[config.mk]
export PLATFORM = sky130hd
export DESIGN_NAME = instr_encoder_loader
export DESIGN_NICKNAME = d
export VERILOG_FILES = /design/src/rtl/instr_encoder_loader.sv
export SDC_FILE = /design/constraint.sdc
export NUM_CORES = 1
export LEC_CHECK = 0
export BUFFER_PORTS_ARGS = -buffer_cell sky130_fd_sc_hd__clkbuf_2
export CAP_MARGIN = 20
export CORE_AREA = 2 2 81 67
export DETAILED_ROUTE_END_ITERATION = 16
export DIE_AREA = 0 0 83 69
export GPL_TIMING_DRIVEN = 0
export PLACE_DENSITY_LB_ADDON = 0.25
export SETUP_SLACK_MARGIN = 0.4
export SLEW_MARGIN = 20
export SYNTH_ARGS = -nofsm -noshare
export SYNTH_HDL_FRONTEND = slang
export SYNTH_SLANG_ARGS = --single-unit
[constraint.sdc]
create_clock -name clk -period 1.99 [get_ports clk]
set_input_delay 0.199 -clock clk [delete_from_list [all_inputs] [get_ports clk]]
set_output_delay 0.199 -clock clk [all_outputs]
set_load 0.005 [all_outputs]
[src/rtl/instr_encoder_loader.sv]
// Encodes symbolic lw/sw/R-type/beq requests into RV32I words and writes them to
// consecutive instruction-memory word addresses through a stallable write port.
module instr_encoder_loader #(
    parameter int ADDR_W    = 6,
    parameter int BASE_ADDR = 0
) (
    input  logic              clk,
    input  logic              reset,
    input  logic              start,
    input  logic              in_valid,
    output logic              in_ready,
    input  logic [1:0]        in_kind,
    input  logic [2:0]        in_alu,
    input  logic [4:0]        in_rd,
    input  logic [4:0]        in_rs1,
    input  logic [4:0]        in_rs2,
    input  logic [12:0]       in_imm,
    input  logic              in_last,
    output logic              mem_we,
    output logic [ADDR_W-1:0] mem_addr,
    output logic [31:0]       mem_wdata,
    input  logic              mem_ack,
    output logic              busy,
    output logic              done,
    output logic              err
);

    typedef enum logic [1:0] {S_IDLE, S_ACCEPT, S_WRITE, S_DONE} state_t;

    localparam logic [ADDR_W-1:0] BASE      = ADDR_W'(BASE_ADDR);
    localparam logic [ADDR_W-1:0] LAST_ADDR = '1;

    state_t            state_q;
    logic              in_ready_q;
    logic              mem_we_q;
    logic [ADDR_W-1:0] addr_q;
    logic [31:0]       wdata_q;
    logic              busy_q;
    logic              done_q;
    logic              err_q;
    logic              last_q;

    logic [31:0]       wdata_d;
    logic              legal_d;
    logic [2:0]        funct3;
    logic [6:0]        funct7;

    // Immediate bits are routed straight into their instruction fields; no arithmetic.
    // NOTE: every signal written here gets a default first so no latch is inferred.
    always_comb begin
        wdata_d = '0;
        legal_d = 1'b1;
        funct3  = 3'b000;
        funct7  = 7'b0000000;
        case (in_alu)
            3'b000:  funct3 = 3'b000;
            3'b001:  funct7 = 7'b0100000;
            3'b010:  funct3 = 3'b111;
            3'b011:  funct3 = 3'b110;
            3'b101:  funct3 = 3'b010;
            default: funct3 = 3'b000;
        endcase
        case (in_kind)
            2'b00: wdata_d = {in_imm[11:0], in_rs1, 3'b010, in_rd, 7'b0000011};
            2'b01: wdata_d = {in_imm[11:5], in_rs2, in_rs1, 3'b010, in_imm[4:0], 7'b0100011};
            2'b10: begin
                wdata_d = {funct7, in_rs2, in_rs1, funct3, in_rd, 7'b0110011};
                legal_d = (in_alu inside {3'b000, 3'b001, 3'b010, 3'b011, 3'b101});
            end
            default: begin
                wdata_d = {in_imm[12], in_imm[10:5], in_rs2, in_rs1, 3'b000,
                           in_imm[4:1], in_imm[11], 7'b1100011};
                legal_d = ~in_imm[0];
            end
        endcase
    end

    // NOTE: all state and outputs are registered with non-blocking assignments so every
    // flop samples the pre-edge values of the others.
    always_ff @(posedge clk or posedge reset) begin
        if (reset) begin
            state_q    <= S_IDLE;
            in_ready_q <= 1'b0;
            mem_we_q   <= 1'b0;
            addr_q     <= BASE;
            wdata_q    <= '0;
            busy_q     <= 1'b0;
            done_q     <= 1'b0;
            err_q      <= 1'b0;
            last_q     <= 1'b0;
        end else begin
            done_q <= 1'b0;
            case (state_q)
                S_IDLE, S_DONE: begin
                    busy_q     <= 1'b0;
                    in_ready_q <= 1'b0;
                    state_q    <= S_IDLE;
                    if (start) begin
                        state_q    <= S_ACCEPT;
                        addr_q     <= BASE;
                        err_q      <= 1'b0;
                        in_ready_q <= 1'b1;
                        busy_q     <= 1'b1;
                    end
                end
                S_ACCEPT: begin
                    if (in_valid && in_ready_q) begin
                        if (legal_d) begin
                            wdata_q    <= wdata_d;
                            mem_we_q   <= 1'b1;
                            in_ready_q <= 1'b0;
                            last_q     <= in_last;
                            state_q    <= S_WRITE;
                        end else begin
                            err_q <= 1'b1;
                            if (in_last) begin
                                in_ready_q <= 1'b0;
                                busy_q     <= 1'b0;
                                done_q     <= 1'b1;
                                state_q    <= S_DONE;
                            end
                        end
                    end
                end
                S_WRITE: begin
                    if (mem_ack) begin
                        mem_we_q <= 1'b0;
                        if (last_q || addr_q == LAST_ADDR) begin
                            // Running off the top of memory ends the session with an error.
                            if (!last_q) err_q <= 1'b1;
                            busy_q  <= 1'b0;
                            done_q  <= 1'b1;
                            state_q <= S_DONE;
                        end else begin
                            addr_q     <= addr_q + ADDR_W'(1);
                            in_ready_q <= 1'b1;
                            state_q    <= S_ACCEPT;
                        end
                    end
                end
                default: state_q <= S_IDLE;
            endcase
        end
    end

    assign in_ready  = in_ready_q;
    assign mem_we    = mem_we_q;
    assign mem_addr  = addr_q;
    assign mem_wdata = wdata_q;
    assign busy      = busy_q;
    assign done      = done_q;
    assign err       = err_q;

endmodule

-- Word level (Yosys, flattened, before mapping)
Cells that the tools add are included.
- bits in registers: 46
- input port bits: 39
- word-level logic and storage cells: 92
- $add $sub $neg: 1
- equal/unequal tests: 20
- multiplexer cells: 44
- bitwise logic cells: 1
- reduce and logical (&&, ||, !) cells: 17
- operators with widths (cell ; number):
    $pmux W32 S3 ; 1
    $mux W1 ; 25
    $mux W6 ; 4
    $ne A2 B2 Y1 const B ; 9
    $pmux W6 S2 ; 1
    $reduce_and A4 Y1 ; 3
    $mux W2 ; 5
    $pmux W1 S3 ; 3
    $pmux W3 S3 ; 1
    $add A6 B1 Y6 const B ; 1
    $eq A2 B2 Y1 const B ; 3
    $eq A3 B2 Y1 const B ; 2
    $eq A6 B6 Y1 const B ; 1
    $pmux W1 S2 ; 3
    $pmux W2 S3 ; 1
    $reduce_and A3 Y1 ; 2
    $reduce_and A6 Y1 ; 1
    $reduce_and A5 Y1 ; 1
    $reduce_bool A5 Y1 ; 1
    $eq A2 B1 Y1 const B ; 2
    $logic_not A2 Y1 ; 2
    $reduce_bool A2 Y1 ; 2
    $reduce_or A2 Y1 ; 2
    $eq A3 B1 Y1 const B ; 1
    other kinds (6) ; 6

-- Depth between registers and ports, before layout
Gate-level depths: netlist of the first run.
- depth after elaboration: 6
- depth in mapped cells: 8
- mapped depth without buffers: 7

-- Least setup slack after synthesis of the first run
No wires, ideal clock.
- path type: reg-to-reg
- start: reg state_q[0]
- end: reg addr_q[5] (netlist: mem_addr[5])
- data arrival time: 1891 ps
- required time: 1864 ps
- path slack: -27 ps
- cell stages (with the launch flop): 9
- buffers on the path: 1
- clock period less this slack: 2017 ps
- cells stage by stage: dfrtp_1 -> inv_1 -> ha_1 -> nand2b_1 -> or3b_1 -> buf_2 -> a2111oi_2 -> xnor2_1 -> nor2_1
- word-level cells in the longest chain between the ends: 4
- elaborated cells between the ends (all ways): 10
- RTL lines (element ; line ; source):
    start, declared ; 33 ; state_t state_q;
    start signal, assigned ; 82 ; state_q <= S_IDLE;
    start signal, assigned ; 97 ; state_q <= S_IDLE;
    start signal, assigned ; 99 ; state_q <= S_ACCEPT;
    $eq A2 B2 Y1 / $logic_not A2 Y1 (equally long branches) ; 93 ; case (state_q)
    $reduce_or A2 Y1 ; 93 ;
    $ne A2 B2 Y1 (no source line) / $reduce_bool A2 Y1 (equally long branches) ; n/a ;
    $reduce_and A4 Y1 (no source line) ; n/a ;
    end signal, assigned ; 135 ; addr_q <= addr_q + ADDR_W'(1);
    end, declared ; 36 ; logic [ADDR_W-1:0] addr_q;
Parallel ways exist; a longest one is shown, timed or not.
A chain may end at the register's enable or synchronous reset.

-- Worst setup path after layout of the first run
- start: reg state_q[1]
- end: reg addr_q[4] (netlist: mem_addr[4])
The elaborated chain is that of the path after synthesis.

==> results of run 1 <==
cell usage in the layout, fill, tap and decap left out, drive strengths merged, types with 4 or more instances in the layout:
cell / netlist / final
o21ai: 24 / 24
buf: 6 / 36
inv: 9 / 10
a211oi: 4 / 4
nand3: 11 / 11
xnor2: 4 / 4
clkbuf: 8 / 86
mux2i: 11 / 11
nand2b: 4 / 4
dfrtp: 43 / 43
o31ai: 6 / 6
nand2: 57 / 57
a21oi: 9 / 9
nor2: 9 / 9
path summary, 6_finish.rpt:
| path | start | end | slack (ns) |
|---|---|---|---|
| max in group asynchronous | reset | mem_wdata[20] | 1.15 |
| setup / recovery | state_q[1] | mem_addr[4] | 0.11 |
| setup reg to reg | state_q[1] | mem_addr[4] | 0.11 |
| hold / removal | in_alu[0] | mem_wdata[12] | 0.08 |
| hold reg to reg | mem_wdata[25] | mem_wdata[25] | 0.48 |
| min in group asynchronous | reset | mem_addr[5] | 0.37 |
state kept, by name (all words and copies together) (netlist names):
name / count
in_ready: 1
mem_we: 1
mem_addr: 6
done: 1
err: 1
mem_wdata: 29
state_q: 2
busy: 1
last_q: 1
cell families after synthesis:
family                     synth area share
adders and majority gates            0.0179
xor gates and xnor gates             0.0167
buffers and inverters                0.0476
and+or+nand+nor                       0.185
muxes                                0.0524
other                               0.00179
AOI/OAI and AO/OA                     0.167
DFF                                   0.512
metal layers:
metal / global-route usage / routed length, um / part of all wire
met1: 0.277 / 2730 / 0.46
met2: 0.289 / 2740 / 0.46
met3: 0.0443 / 331 / 0.056
met4: 0.0546 / 102 / 0.017
met5: 0 / 0 / 0
synth_stat cells, drive strengths merged:
| cell type | count |
|---|---|
| o211ai | 2 |
| nor3b | 1 |
| o21a | 2 |
| conb | 1 |
| or3b | 2 |
| nand3 | 11 |
| nand2b | 4 |
| dfrtp | 43 |
| xnor2 | 4 |
| a21oi | 9 |
| nand4 | 1 |
| o22a | 1 |
| a31oi | 1 |
| a22o | 2 |
| ha | 3 |
| nor3 | 2 |
| buf | 6 |
| o41ai | 1 |
| a2111oi | 1 |
| o21ai | 24 |
| mux2i | 11 |
| nor2b | 2 |
| o21bai | 1 |
| inv | 9 |
| o31ai | 6 |
| o311ai | 1 |
| and3 | 1 |
| a211oi | 4 |
| clkbuf | 8 |
| nand2 | 57 |
| nor2 | 9 |
final cells by class:
| cell class | count | area [sq um] | share of cell area |
|---|---|---|---|
| Buffer | 14 | 115 | 0.0374 |
| Clock buffer | 5 | 68.8 | 0.0224 |
| Clock inverter | 3 | 23.8 | 0.00772 |
| Inverter | 9 | 36.3 | 0.0118 |
| Multi-Input combinational cell | 165 | 1060 | 0.344 |
| Sequential cell | 43 | 1080 | 0.350 |
| Tap cell | 62 | 77.6 | 0.0252 |
| Timing Repair Buffer | 105 | 619 | 0.201 |
power groups by stage:
stage	Clock [mW]	Sequential (mW)	Combinational (mW)
floorplan	0	1.44	0.847
global placement	0	1.42	1.40
detailed placement	0	1.43	1.44
CTS	0.596	1.41	1.69
global route	0.631	1.46	2.14
finish	0.579	1.42	1.95
what timing repair did:
action	in CTS	in global routing
setup buffers	11	12
hold buffers	1	0
endpoints found under the setup margin	41	41
resized for setup	20	25
hold endpoints to repair	12	0
gates cloned	0	2
pin swaps	5	10
==> run_results.csv, run 1 <==
group,metric,value,unit
setup_path,cpLargestDelayFamily,"simple AND/OR/NAND/NOR gates",
logic_synthesis,synth-seq-cells,43,
floorplanning,start_util,0.427,
cells_and_area,post-route-util,0.625,
setup_path,path_buf_inv,1,
detailed_routing,route.detailed.drc,0,
floorplanning,die_area,5730,sq um
power_and_ir_drop,internal-power,2.45,mW
setup_path,max_stage_delay,0.41,ns
grt,overflow,0,
hold_path,hold_path_class,"input pin to flop",
floorplanning,die_h,69,um
clocking,worstSkewPairLatency,0.30,ns
clocking,clockRootBuffer,"clkbuf_8",
power_and_ir_drop,ir_drop,0.610,mV
setup_path,cp_num_cells,7,
sta,rsz0062_at_grt,"yes",
place,numPortBuffers,78,
sta,fin_crit,1.88,ns
logic_synthesis,netlist_instances,230,
power_and_ir_drop,switchingPower,1.49,mW
place,place_hpwl,3.86,mm
clocking,clockBufferDepth,2,
sta,tns,0,ns
power_and_ir_drop,seqPwrFrac,0.359,
detailed_routing,num_vias,2037,
grt,grt_pass1_wl,9.01,mm
place,place_ws,-0.165,ns
clocking,cts_htree_levels,2,
logic_synthesis,yosysUniqueCellTypes,34,
clocking,cts.sinks,43,
detailed_routing,drtAntennaViolNets,0,
detailed_routing,routedWlPerCell,14.5,um
sta,drv_slew,0,
grt,grt.total_usage,0.192,
setup_path,path_cells,"ha_4 > nor2_1 > or3b_1 > buf_6 > a211oi_2 > xnor2_1 > nor2_1",
setup_path,endpoint_kind,"flop",
setup_path,worstSetupPathType,"flop to flop",
cells_and_area,n_fill_cell,455,
logic_synthesis,synth_area_per_cell,9.13,sq um
sta,slew_headroom,0.524,
setup_path,cp_common_cell,"nor2_1",
power_and_ir_drop,power.density,1280,nW/um^2
logic_synthesis,netlist_top_cells_area,"dfrtp_1, nand2_1, o21ai_0",
clocking,clk_pin_slew,0.09,ns
power_and_ir_drop,p_comb_frac,0.494,
detailed_routing,drtIter0Drc,72,
sta,setup_viol,0,
setup_path,slowest_stage,"dfrtp_1",
cells_and_area,area_growth,46.5,%
detailed_routing,avgViaCountPerCell,5.02,
power_and_ir_drop,sw_frac_of_total,0.379,
logic_synthesis,yosysTopAreaCellShare,0.512,
grt,grt_pass1_vias,1887,
clocking,cts_made_buffers,5,
cells_and_area,final_layout_size_suffix_gt1_frac,0.422,
logic_synthesis,netlist_area,2100,sq um
cells_and_area,diodes,0,
sta,hold_viol_final,0,
sta,setup_ws,0.114,ns
cells_and_area,stdcell_area,3080,sq um
cells_and_area,nNetsFinal,385,
floorplanning,core_area,4920,sq um
logic_synthesis,seq_area_frac_synth,0.512,
setup_path,cp-start-kind,"flop",
setup_path,rr_worst_depth,7,
floorplanning,num_rows,23,
floorplanning,die-width,83,um
floorplanning,ios,82,
grt,grt_max_degree,32,
grt,antenna_found_initial,0,
sta,clock_skew,0.00427,ns
place,place_congestion,0.829,
setup_path,path_max_fanout,8,
logic_synthesis,yosysTopAreaCell,"dfrtp_1",
run_status,status,"complete, no violations",
detailed_routing,wl,5.90,mm
power_and_ir_drop,p_clk_frac,0.147,
clocking,cts_tree,"yes",
setup_path,crit_required,2.17,ns
place,placedCellCount,372,
job,drv_cap,0,
detailed_routing,first_pass_iters,4,
logic_synthesis,ys_warn_count,0,
setup_path,cp.arrival,2.06,ns
sta,fmax,0.533,GHz
cells_and_area,layout.cells.non_filler,406,
sta,fin_crit_sh,0.943,
place,place_area,2650,sq um
sta,whs,0.0804,ns
power_and_ir_drop,p_total,3.94,mW
sta,worst_pin_slew,0.711,ns
hold_path,whs_path_depth,2,
power_and_ir_drop,p_leak,1.56,nW
Note: power is estimated with default switching activity, not from simulation.
==> inputs of run 2 (changes only) <==
- PLACE_DENSITY_LB_ADDON: 0.25 -> 0.05
==> run 2 against run 1 <==
  * Die area did not move
  * Cell count rose by 0.49%
  * Sequential cell count did not move
  * Clock-buffer cell count rose by 1
  * Critical path depth rose by 1
  * Wire length rose by 1.7%
  * First-iteration DRC count fell by 32%
  * Clock skew rose by 0.0022 ns
  * Critical endpoint is now mem_addr[5]
  * Sequential share of layout area fell by 2.6 points
  * Non-clock buffer count rose by 3
  * Largest cell class is now multi-input gates
==> run_results.csv, run 2 (synthesis results as in run 1) <==
group,metric,value,unit
run_status,status,"complete, no violations",
floorplanning,start_util,0.427,
detailed_routing,wl_met3,387,um
setup_path,worstSetupPathType,"flop to flop",
floorplanning,ios,82,
detailed_routing,drtAntennaViolNets,0,
clocking,worstSkewPairLatency,0.30,ns
place,place_congestion,0.787,
clocking,clk_pin_slew,0.08,ns
setup_path,reg2reg_from,"state_q[0]",
setup_path,r2r_end,"mem_addr[5]",
setup_path,critPathLaunch,"state_q[0]",
detailed_routing,m1WireLength,2.68,mm
setup_path,rr_worst_depth,8,
detailed_routing,route.detailed.drc,0,
cells_and_area,final_common_cell,"clkbuf_2",
sta,whs,0.0930,ns
sta,fin_crit,1.89,ns
setup_path,path_max_fanout,6,
grt,grt_pass1_wl,9.20,mm
clocking,clockBufferDepth,2,
sta,rsz0062_at_grt,"yes",
detailed_routing,top_layer_used,"met4",
detailed_routing,drtIter0Drc,49,
power_and_ir_drop,ir_drop,0.673,mV
floorplanning,num_rows,23,
cells_and_area,n_fill_cell,419,
clocking,cts_tree,"yes",
detailed_routing,routedWlPerCell,14.7,um
floorplanning,die-width,83,um
sta,hold_viol_final,0,
setup_path,cp.arrival,2.07,ns
floorplanning,core_area,4920,sq um
clocking,cts_htree_levels,2,
clocking,cts.sinks,43,
setup_path,worstSetupEndpoint,"mem_addr[5]",
detailed_routing,wl,6.01,mm
grt,antenna_found_initial,0,
floorplanning,die_h,69,um
grt,grt.total_usage,0.199,
power_and_ir_drop,p_total,4.21,mW
grt,grt_max_degree,30,
place,placedCellCount,372,
sta,fmax,0.528,GHz
sta,worst_pin_slew,0.624,ns
place,place_hpwl,3.79,mm
place,place_area,2650,sq um
detailed_routing,avgViaCountPerCell,5.15,
sta,slew_headroom,0.582,
power_and_ir_drop,p_leak,1.67,nW
grt,grt_pass1_vias,1918,
setup_path,r2r_slack,0.1,ns
floorplanning,die_area,5730,sq um
cells_and_area,layout.cells.non_filler,408,
sta,clock_skew,0.00651,ns
sta,drv_slew,0,
setup_path,cp-start-kind,"flop",
cells_and_area,mostFrequentLayoutCells,"clkbuf_2, nand2_1, dfrtp_1",
detailed_routing,num_vias,2102,
cells_and_area,nNetsFinal,388,
sta,fin_crit_sh,0.951,
job,drv_cap,0,
clocking,cts_made_buffers,5,
detailed_routing,first_pass_iters,4,
detailed_routing,wl_met2,2.86,mm
setup_path,endpoint_kind,"flop",
hold_path,hold_path_class,"input pin to flop",
place,numPortBuffers,78,
cells_and_area,largest_reg_flops,29,
setup_path,crit_required,2.17,ns
cells_and_area,area_growth,58.2,%
cells_and_area,stdcell_area,3320,sq um
grt,overflow,0,
clocking,clockRootBuffer,"clkbuf_8",
power_and_ir_drop,power.density,1270,nW/um^2
cells_and_area,diodes,0,
cells_and_area,final_layout_size_suffix_gt1_frac,0.494,
sta,setup_viol,0,
==> run 2: cell types whose count changed in the layout (fill, tap and decap cells not counted), moves of 2 or more <==
cell / before / now
nand2_1: 57 / 42
nand2_2: 0 / 9
buf_4: 27 / 21
nand2_4: 0 / 6
buf_6: 2 / 7
o21ai_2: 0 / 5
buf_8: 2 / 6
clkbuf_16: 0 / 4
o21ai_0: 17 / 13
clkbuf_2: 80 / 78
clkinvlp_4: 2 / 0
nor3_1: 2 / 0
nor3_2: 0 / 2
==> run 2: worst min path at each step <==
| stage | startpoint | to | slack, ns | cells after the start |
|---|---|---|---|---|
| floorplan | in_alu[0] | mem_wdata[12] | 0.29 | 1 |
| global placement | in_rs1[0] | mem_wdata[15] | 0.40 | 3 |
| detailed placement | reset | mem_addr[5] | 0.17 | 2 |
| CTS | in_rs1[0] | mem_wdata[15] | 0.08 | 3 |
| global route | in_alu[0] | mem_wdata[12] | 0.08 | 2 |
| finish | in_rs1[2] | mem_wdata[17] | 0.09 | 3 |
==> run 2: worst max-delay path, stage by stage, from the launching register on <==
cell,delay [ns]
dfrtp_1,0.40
inv_2,0.06
ha_4,0.30
nor2_2,0.05
or3b_1,0.39
buf_6,0.16
a2111oi_4,0.21
xnor2_1,0.15
nor2_1,0.05
==> run 2: power breakdown <==
part | total [mW] | switching [mW] | internal, mW | leakage [nW]
Combinational | 2.21 | 1.07 | 1.14 | 1.08
Sequential | 1.43 | 0.224 | 1.21 | 0.545
Clock | 0.569 | 0.297 | 0.273 | 0.0470
Total | 4.21 | 1.59 | 2.62 | 1.67
==> run 2: repair_timing <==
| action | CTS | global route |
|---|---|---|
| endpoints found under the setup margin | 41 | 30 |
| buffers inserted | 13 | 11 |
| cloned | 0 | 4 |
| gates resized for setup | 25 | 70 |
| endpoints found under the hold margin | 14 | 0 |
| hold buffers | 1 | 0 |
| pin swaps | 7 | 25 |
==> run 2: final cells by class <==
type	instances	area (sq um)	area share
timing repair buffer	108	723	0.218
inverter	9	43.8	0.0132
clock inverter	1	5.00	0.00151
clock buffer	6	82.6	0.0248
tap	62	77.6	0.0233
sequential	43	1080	0.324
multi-input combinational	165	1170	0.352
buffer	14	144	0.0433
==> run 2: per-layer routing <==
layer	vias up	global-route usage
met2	71	0.305
met1	1007	0.272
met4	0	0.0783
li1	1015	-
met5	-	0
met3	9	0.0503
==> run 2: through the flow <==
step / TNS, ns / util / setup slack (ns)
final: 0 / 0.676 / 0.0977
after global routing: 0 / 0.676 / 0.0186
after CTS: 0 / 0.598 / 0.129
after detailed placement: -3.96 / 0.539 / -0.198
after global placement: -3.27 / 0.535 / -0.174
after floorplan: 0 / - / 0.213
==> inputs of run 3 (changes only) <==
- CORE_AREA: 2 2 81 67 -> 2 2 77 65
- DIE_AREA: 0 0 83 69 -> 0 0 79 67
- clock period: 1.99 -> 2.1 ns (I/O delays scaled with it)
==> run 3 against run 2 <==
  * Combinational power is 24% lower
  * Register-to-register slack better by 0.18 ns
  * Total power is 15% lower
  * Worst setup slack better by 0.18 ns
  * Non-clock buffer count is 13 lower
  * Cell count is 3.4% lower
  * Hold slack better by 0.015 ns
  * Clock power is 0.7% higher
  * Maximum frequency is 3.9% higher
  * Critical path type unchanged
  * Sequential cell count stayed put
  * First-iteration DRC count is 12% higher
  * Die area is 7.6% lower
==> run_results.csv, run 3 (synthesis results as in run 1) <==
group,metric,value,unit
run_status,status,"complete, no violations",
sta,tns,0,ns
hold_path,hold_path_class,"input pin to flop",
power_and_ir_drop,internal-power,2.28,mW
setup_path,path_max_fanout,7,
cells_and_area,mostFrequentLayoutCells,"clkbuf_2, nand2_1, dfrtp_1",
grt,overflow,0,
floorplanning,ios,82,
detailed_routing,num_vias,1974,
clocking,cts_htree_levels,2,
power_and_ir_drop,ir_drop,0.509,mV
sta,slew_headroom,0.621,
sta,fin_crit,1.82,ns
power_and_ir_drop,seqPwrFrac,0.373,
clocking,clockRootBuffer,"clkbuf_8",
grt,grt.total_usage,0.215,
cells_and_area,multiInputGateArea,1050,sq um
cells_and_area,area_growth,41.5,%
floorplanning,start_util,0.471,
power_and_ir_drop,p_leak,1.52,nW
grt,grt_pass1_vias,1875,
clocking,worstSkewPairLatency,0.29,ns
place,place_hpwl,3.81,mm
setup_path,reg2reg_from,"state_q[1]",
grt,grt_pass1_wl,8.74,mm
setup_path,critPathLaunch,"state_q[1]",
place,numPortBuffers,78,
sta,setup_viol,0,
power_and_ir_drop,p_comb_frac,0.467,
power_and_ir_drop,switchingPower,1.31,mW
cells_and_area,final_common_cell,"clkbuf_2",
setup_path,endpoint_kind,"flop",
power_and_ir_drop,power.density,1210,nW/um^2
setup_path,cp-start-kind,"flop",
floorplanning,die_h,67,um
sta,rsz0062_at_grt,"yes",
cells_and_area,final_layout_size_suffix_gt1_frac,0.401,
floorplanning,die-width,79,um
detailed_routing,route.detailed.drc,0,
setup_path,rr_worst_depth,7,
sta,fmax,0.549,GHz
clocking,cts.sinks,43,
clocking,cts_made_buffers,5,
cells_and_area,largest_reg_flops,29,
clocking,clk_pin_slew,0.08,ns
cells_and_area,n_fill_cell,403,
setup_path,r2r_slack,0.28,ns
setup_path,worstSetupEndpoint,"mem_addr[5]",
grt,grt_max_degree,31,
detailed_routing,routedWlPerCell,13.5,um
cells_and_area,nNetsFinal,375,
power_and_ir_drop,sw_frac_of_total,0.365,
clocking,cts_tree,"yes",
grt,antenna_found_initial,0,
place,place_ws,0.00735,ns
sta,setup_ws,0.279,ns
sta,worst_pin_slew,0.562,ns
sta,clock_skew,0.00313,ns
power_and_ir_drop,p_clk_frac,0.160,
place,place_congestion,0.770,
setup_path,worstSetupPathType,"flop to flop",
setup_path,crit_required,2.27,ns
detailed_routing,avgViaCountPerCell,5.01,
sta,drv_slew,0,
floorplanning,core_area,4460,sq um
detailed_routing,drtAntennaViolNets,0,
detailed_routing,first_pass_iters,4,
sta,hold_viol_final,0,
cells_and_area,diodes,0,
detailed_routing,wl,5.30,mm
clocking,clockBufferDepth,2,
cells_and_area,regArea,1080,sq um
setup_path,r2r_end,"mem_addr[5]",
floorplanning,num_rows,22,
sta,fin_crit_sh,0.867,
detailed_routing,drtIter0Drc,55,
job,drv_cap,0,
setup_path,cp.arrival,1.99,ns
floorplanning,die_area,5290,sq um
==> run 3: worst min path at each step <==
stage               startpoint             to  slack (ns)  depth (start not counted)
floorplan            in_alu[0]  mem_wdata[12]        0.31                          1
global placement     in_rs1[1]  mem_wdata[16]        0.41                          3
detailed placement       reset    mem_addr[5]        0.17                          2
CTS                  in_alu[0]  mem_wdata[12]        0.10                          2
global route         in_alu[0]  mem_wdata[12]        0.10                          2
finish               in_alu[0]  mem_wdata[12]        0.11                          2
==> run 3: layout make-up <==
class,instances,area share
Sequential cell,43,0.363
Multi-Input combinational cell,165,0.353
Timing Repair Buffer,95,0.184
Clock buffer,8,0.0337
Buffer,14,0.0303
Tap cell,60,0.0253
Inverter,9,0.0114
==> run 3: per-layer routing <==
| layer | routed length (um) | share of wire | global-route usage | up-vias |
|---|---|---|---|---|
| met5 | 0 | 0 | 0 | - |
| met4 | 42 | 0.0079 | 0.0517 | 0 |
| met3 | 306 | 0.058 | 0.0542 | 5 |
| met2 | 2440 | 0.46 | 0.351 | 57 |
| met1 | 2510 | 0.47 | 0.289 | 921 |
| li1 | - | - | - | 991 |
==> run 3: what timing repair did <==
item | CTS | global route
hold buffers | 1 | 0
gates resized for setup | 11 | 19
hold endpoints to repair | 13 | 0
setup endpoints to repair | 40 | 40
pin swaps | 4 | 9
buffers inserted | 7 | 8
==> run 3: power by group through the flow <==
stage          logic [mW]  registers, mW  clock network, mW
3_5_place_dp         1.35           1.36                  0
5_1_grt              1.88           1.38              0.625
6_report             1.67           1.34              0.573
2_1_floorplan       0.801           1.36                  0
4_1_cts              1.49           1.34              0.583
3_3_place_gp         1.32           1.35                  0
==> run 3: critical path, stage by stage (launching register included) <==
cell	delay [ns]
dfrtp_1	0.43
ha_4	0.32
nor2_2	0.05
or3b_4	0.36
buf_6	0.15
a2111oi_4	0.20
xnor2_1	0.15
nor2_1	0.05
==> run 3: per-stage QoR <==
step,util,cell area (sq um),total power [mW],hold slack (ns),cells
floorplan,-,2170,2.16,0.306,231
global placement,0.590,2630,2.67,0.409,369
detailed placement,0.595,2650,2.71,0.172,370
CTS,0.643,2870,3.42,0.104,386
global route,0.666,2970,3.88,0.104,394
finish,0.666,2970,3.58,0.108,394
